===== src/rtl/mds_mult.sv =====
// mds_mult: multiplies a 32-bit word Y by a fixed 4x4 MDS matrix over GF(2^8).
// The result is built over four cycles, one matrix column per cycle.
// All four columns share one scaling unit (x01, x5B, xEF).
module mds_mult #(
  parameter logic [8:0] POLY = 9'h169
) (
  input  logic        clk,
  input  logic        rst,
  input  logic [31:0] in_data,
  input  logic        in_valid,
  output logic        in_ready,
  output logic [31:0] out_data,
  output logic        out_valid,
  input  logic        out_ready
);

  typedef enum logic [1:0] {
    IDLE = 2'd0,
    BUSY = 2'd1,
    DONE = 2'd2
  } state_t;

  state_t      state;
  state_t      next_state;
  logic [31:0] y_reg;
  logic [31:0] acc;
  logic [31:0] out_reg;
  logic [1:0]  cnt;
  logic [7:0]  y_sel;
  logic [7:0]  y_x5b;
  logic [7:0]  y_xef;
  logic [31:0] col_term;
  logic [31:0] acc_next;

  // Shift-and-add GF(2^8) multiply. The constant operand folds it into a small XOR tree.
  function automatic logic [7:0] gf_mul(input logic [7:0] a, input logic [7:0] b);
    logic [7:0] p;
    logic [7:0] x;
    p = 8'h00;
    x = a;
    for (int i = 0; i < 8; i++) begin
      if (b[i]) p = p ^ x;
      x = x[7] ? ({x[6:0], 1'b0} ^ POLY[7:0]) : {x[6:0], 1'b0};
    end
    return p;
  endfunction

  // Select this cycle's input byte and scale it by the two non-trivial constants.
  always_comb begin
    y_sel = 8'h00;
    case (cnt)
      2'd0:    y_sel = y_reg[7:0];
      2'd1:    y_sel = y_reg[15:8];
      2'd2:    y_sel = y_reg[23:16];
      default: y_sel = y_reg[31:24];
    endcase
    y_x5b = gf_mul(y_sel, 8'h5B);
    y_xef = gf_mul(y_sel, 8'hEF);
  end

  // Route the scaled products into column cnt, packed as {z3, z2, z1, z0}.
  always_comb begin
    col_term = 32'h0;
    case (cnt)
      2'd0:    col_term = {y_xef, y_xef, y_x5b, y_sel};
      2'd1:    col_term = {y_sel, y_x5b, y_xef, y_xef};
      2'd2:    col_term = {y_xef, y_sel, y_xef, y_x5b};
      default: col_term = {y_x5b, y_xef, y_sel, y_x5b};
    endcase
    acc_next = acc ^ col_term;
  end

  // State register. Reset overrides any handshake in the same cycle.
  always_ff @(posedge clk) begin
    if (rst) state <= IDLE;
    else     state <= next_state;
  end

  // Next-state logic: accept in IDLE, run four columns in BUSY, hold in DONE until taken.
  always_comb begin
    next_state = state;
    case (state)
      IDLE:    if (in_valid)   next_state = BUSY;
      BUSY:    if (cnt == 2'd3) next_state = DONE;
      DONE:    if (out_ready)  next_state = IDLE;
      default: next_state = IDLE;
    endcase
  end

  // Datapath: latch the input word, accumulate one column per BUSY cycle, capture the result.
  always_ff @(posedge clk) begin
    if (rst) begin
      y_reg   <= 32'h0;
      acc     <= 32'h0;
      out_reg <= 32'h0;
      cnt     <= 2'd0;
    end else begin
      case (state)
        IDLE: begin
          if (in_valid) begin
            y_reg <= in_data;
            acc   <= 32'h0;
            cnt   <= 2'd0;
          end
        end
        BUSY: begin
          acc <= acc_next;
          cnt <= cnt + 2'd1;
          if (cnt == 2'd3) out_reg <= acc_next;
        end
        default: begin
        end
      endcase
    end
  end

  // Handshake outputs decode the state register only, so no input reaches them combinationally.
  // out_data comes from its own register, so it keeps its value after the word is taken.
  assign in_ready  = (state == IDLE);
  assign out_valid = (state == DONE);
  assign out_data  = out_reg;

endmodule


===== config.mk =====
export PLATFORM = sky130hd
export DESIGN_NAME = mds_mult
export DESIGN_NICKNAME = d
export VERILOG_FILES = /design/src/rtl/mds_mult.sv
export SDC_FILE = /design/constraint.sdc
export NUM_CORES = 1
export LEC_CHECK = 0
export BUFFER_PORTS_ARGS = -buffer_cell sky130_fd_sc_hd__buf_2
export CORE_ASPECT_RATIO = 0.6
export CORE_UTILIZATION = 43
export DETAILED_ROUTE_END_ITERATION = 7
export GPL_ROUTABILITY_DRIVEN = 0
export PLACE_DENSITY = 0.64
export SYNTH_ARGS = -nofsm -noshare
export SYNTH_HDL_FRONTEND = slang
export SYNTH_SLANG_ARGS = --single-unit

===== constraint.sdc =====
create_clock -name clk -period 3 [get_ports clk]
set_input_delay 0.6 -clock clk [delete_from_list [all_inputs] [get_ports clk]]
set_output_delay 0.6 -clock clk [all_outputs]
set_load 0.005 [all_outputs]

==> metrics.cfg <==
[synth]
synth_most_common_cell=nand2_1
ys_async_sr_fraction_pct=0
netlist_top_cells_count=127 x nand2_1, 100 x dfxtp_1, 80 x a21oi_1
yosysWarningCount=0
syn_area_um2=5590
ys_types=70
synth_edf_count=0
avgSynthCellArea_um2=7.68
synthTopCellsByArea=dfxtp_1 36%, nand2_1 8.5%, a21oi_1 7.2%
syn-num-nets=767
ys_ff_latch=100
syn_inst=727
yosysSeqAreaShare_pct=35.8
synth_top_area_share_pct=35.8
synthFlopType=dfxtp_1
synth_largest_area_cell=dfxtp_1

[global_routing]
antenna_found_initial=0
grt_usage_pct=25.9
use_met3_pct=6.62
grt_busiest_layer=met2
grt_use_met2_pct=37.8
grt_overflow=0
grt_pass1_vias=5283
grt_pass1_wl_um=27700
grt.met1_usage_pct=37.4
grt_max_degree=47

[floorplan]
fp.dieH_um=90.3
initial_utilization_pct=45.1
num_io_pins=70
die_w_um=149
rows=31
core_area_um2=12400
die_area_um2=13500

[worst_setup_path]
critPathMaxFanout=9
cp-start-kind=flop
path_common_cell=xnor2_1
crit_family=compound AO/OA/AOI/OAI gates
crit_buf_inv=1
crit_cells=10
cp-endpoint=out_data[26]
arrival_ns=3.20
worstRegToRegCells=10
path_cells=inv_1, ha_1, a22oi_1, a2bb2oi_1, xnor3_1, xnor2_1, o22ai_1, o21ai_2, xnor2_1, a211oi_1
cp_slowest_cell=ha_1
rr_endpoint=out_data[26]
worstSetupPathType=reg -> reg
end_kind=flop
r2r_slack_ns=0.07
crit_start=cnt[1]
required_ns=3.26
r2r_start=cnt[1]
slowest_delay_ns=0.44

[flow_run]
cap_violations=0

[cts]
cts-root-buf=clkbuf_16
cts_buffers=9
cts_sinks=100
htree_levels=3
cts_hold_buf=0
clkTransAtPathRegs_ns=0.07
cts_max_path_buffers=2
cts_tree=yes
clock_latency_ns=0.35

[sta]
hold_viol=0
worstMarginPinSlew_ns=0.835
fmax_mhz=341
layout_min_cycle_time_ns=2.93
grt_setup_unrepaired=true
setup_viol=0
setup_ws_ns=0.0660
slew_viol_final=0
slew_headroom_pct=44.3
final.period_utilization_pct=97.8
skew_ns=0.00799

[layout]
final_cells=960
nets=830
insertedDiodeCount=0
synthToLayoutAreaGrowth_pct=17.7
postLayoutCoreUtil_pct=53.1
n_fill_cell=1182
drive_gt1_share_pct=19.1

[power]
p_total_w=0.00374
powerDensity_nw_per_um2=569
ir_drop_mv=0.292
p_leak_nw=2.50

[hold_path]
hp-class=reg -> reg

[placement]
portBuffers=69
placed_cells=943
hpwl_um=12400
post-place-ws_ns=0.0656

[routing]
wl_per_cell_um=17.4
routed_wl_um=16700
vias_per_cell=5.89
firstDrtPassIters=6
drc_errors=0
via_count=5650
drt-initial-drc-count=650
drtAntennaViolNets=0

[status]
status=finished clean

==> logic make-up after synthesis <==
| logic type | synth area share (%) |
|---|---|
| compound gates | 27.5 |
| xor+xnor | 10.7 |
| fa+ha+maj | 0.896 |
| buf+inv | 4.88 |
| flops | 35.8 |
| mux | 0.179 |
| simple gates | 20.0 |
==> power by group <==
group	leakage, nW	internal, W	switching (W)	total, W
Combinational	1.55	0.000428	0.000619	0.00105
Clock	0.141	0.000659	0.000548	0.00121
Sequential	0.814	0.00141	0.0000759	0.00149
==> metrics by stage <==
stage	hold slack [ns]	cell area, um^2	TNS, ns
floorplan	0.432	5590	0
global placement	0.439	6200	0
detailed placement	0.444	6200	0
CTS	0.454	6510	0
global route	0.475	6580	-0.109
finish	0.451	6580	0
==> metal layers <==
layer | wire, um | up-vias
li1 | - | 2677
met1 | 7940 | 2666
met2 | 7000 | 273
met3 | 1510 | 34
met4 | 249 | 0
met5 | 0 | -
==> placed cells by master (no fill, tap or decap), types with 4 or more instances in the layout <==
master / count
a211oi_1: 24
a21oi_1: 79
a221oi_1: 4
a22oi_1: 9
a22oi_2: 4
a311oi_1: 4
a31oi_1: 10
and2_1: 8
buf_2: 69
buf_4: 37
clkbuf_16: 9
dfxtp_1: 100
inv_1: 10
nand2_1: 127
nand2b_1: 10
nand3_1: 14
nor2_1: 63
nor2b_1: 6
o21ai_0: 38
o21ai_1: 8
o22ai_1: 11
o31ai_1: 4
or2_2: 6
or3_1: 13
xnor2_1: 35
xor2_1: 17
==> repair_timing <==
item,in CTS,in global routing
setup endpoints to repair,0,35
buffers inserted,0,1
resized for setup,0,10
==> worst register-to-register path: stages, from the launching register on <==
cell	delay (ns)
dfxtp_1	0.34
inv_1	0.09
ha_1	0.44
a22oi_1	0.20
a2bb2oi_1	0.33
xnor3_1	0.43
xnor2_1	0.41
o22ai_1	0.18
o21ai_2	0.13
xnor2_1	0.09
a211oi_1	0.21
==> cell type report <==
cell class	instances	area [um^2]	area share, %
Multi-Input combinational cell	561	3380	51.3
Clock buffer	9	225	3.43
Tap cell	165	206	3.14
Sequential cell	100	2000	30.4
Clock inverter	7	81.3	1.24
Timing Repair Buffer	107	643	9.78
Inverter	11	41.3	0.628
==> worst min path at each step <==
stage	startpoint	slack, ns	depth (start not counted)	end
finish	out_data[31]	0.45	2	out_data[31]
global route	out_data[23]	0.48	2	out_data[23]
CTS	out_data[31]	0.45	2	out_data[31]
detailed placement	out_data[31]	0.44	2	out_data[31]
global placement	out_data[31]	0.44	2	out_data[31]
floorplan	y_reg[4]	0.43	2	y_reg[4]
(Power assumes the default switching activity.)
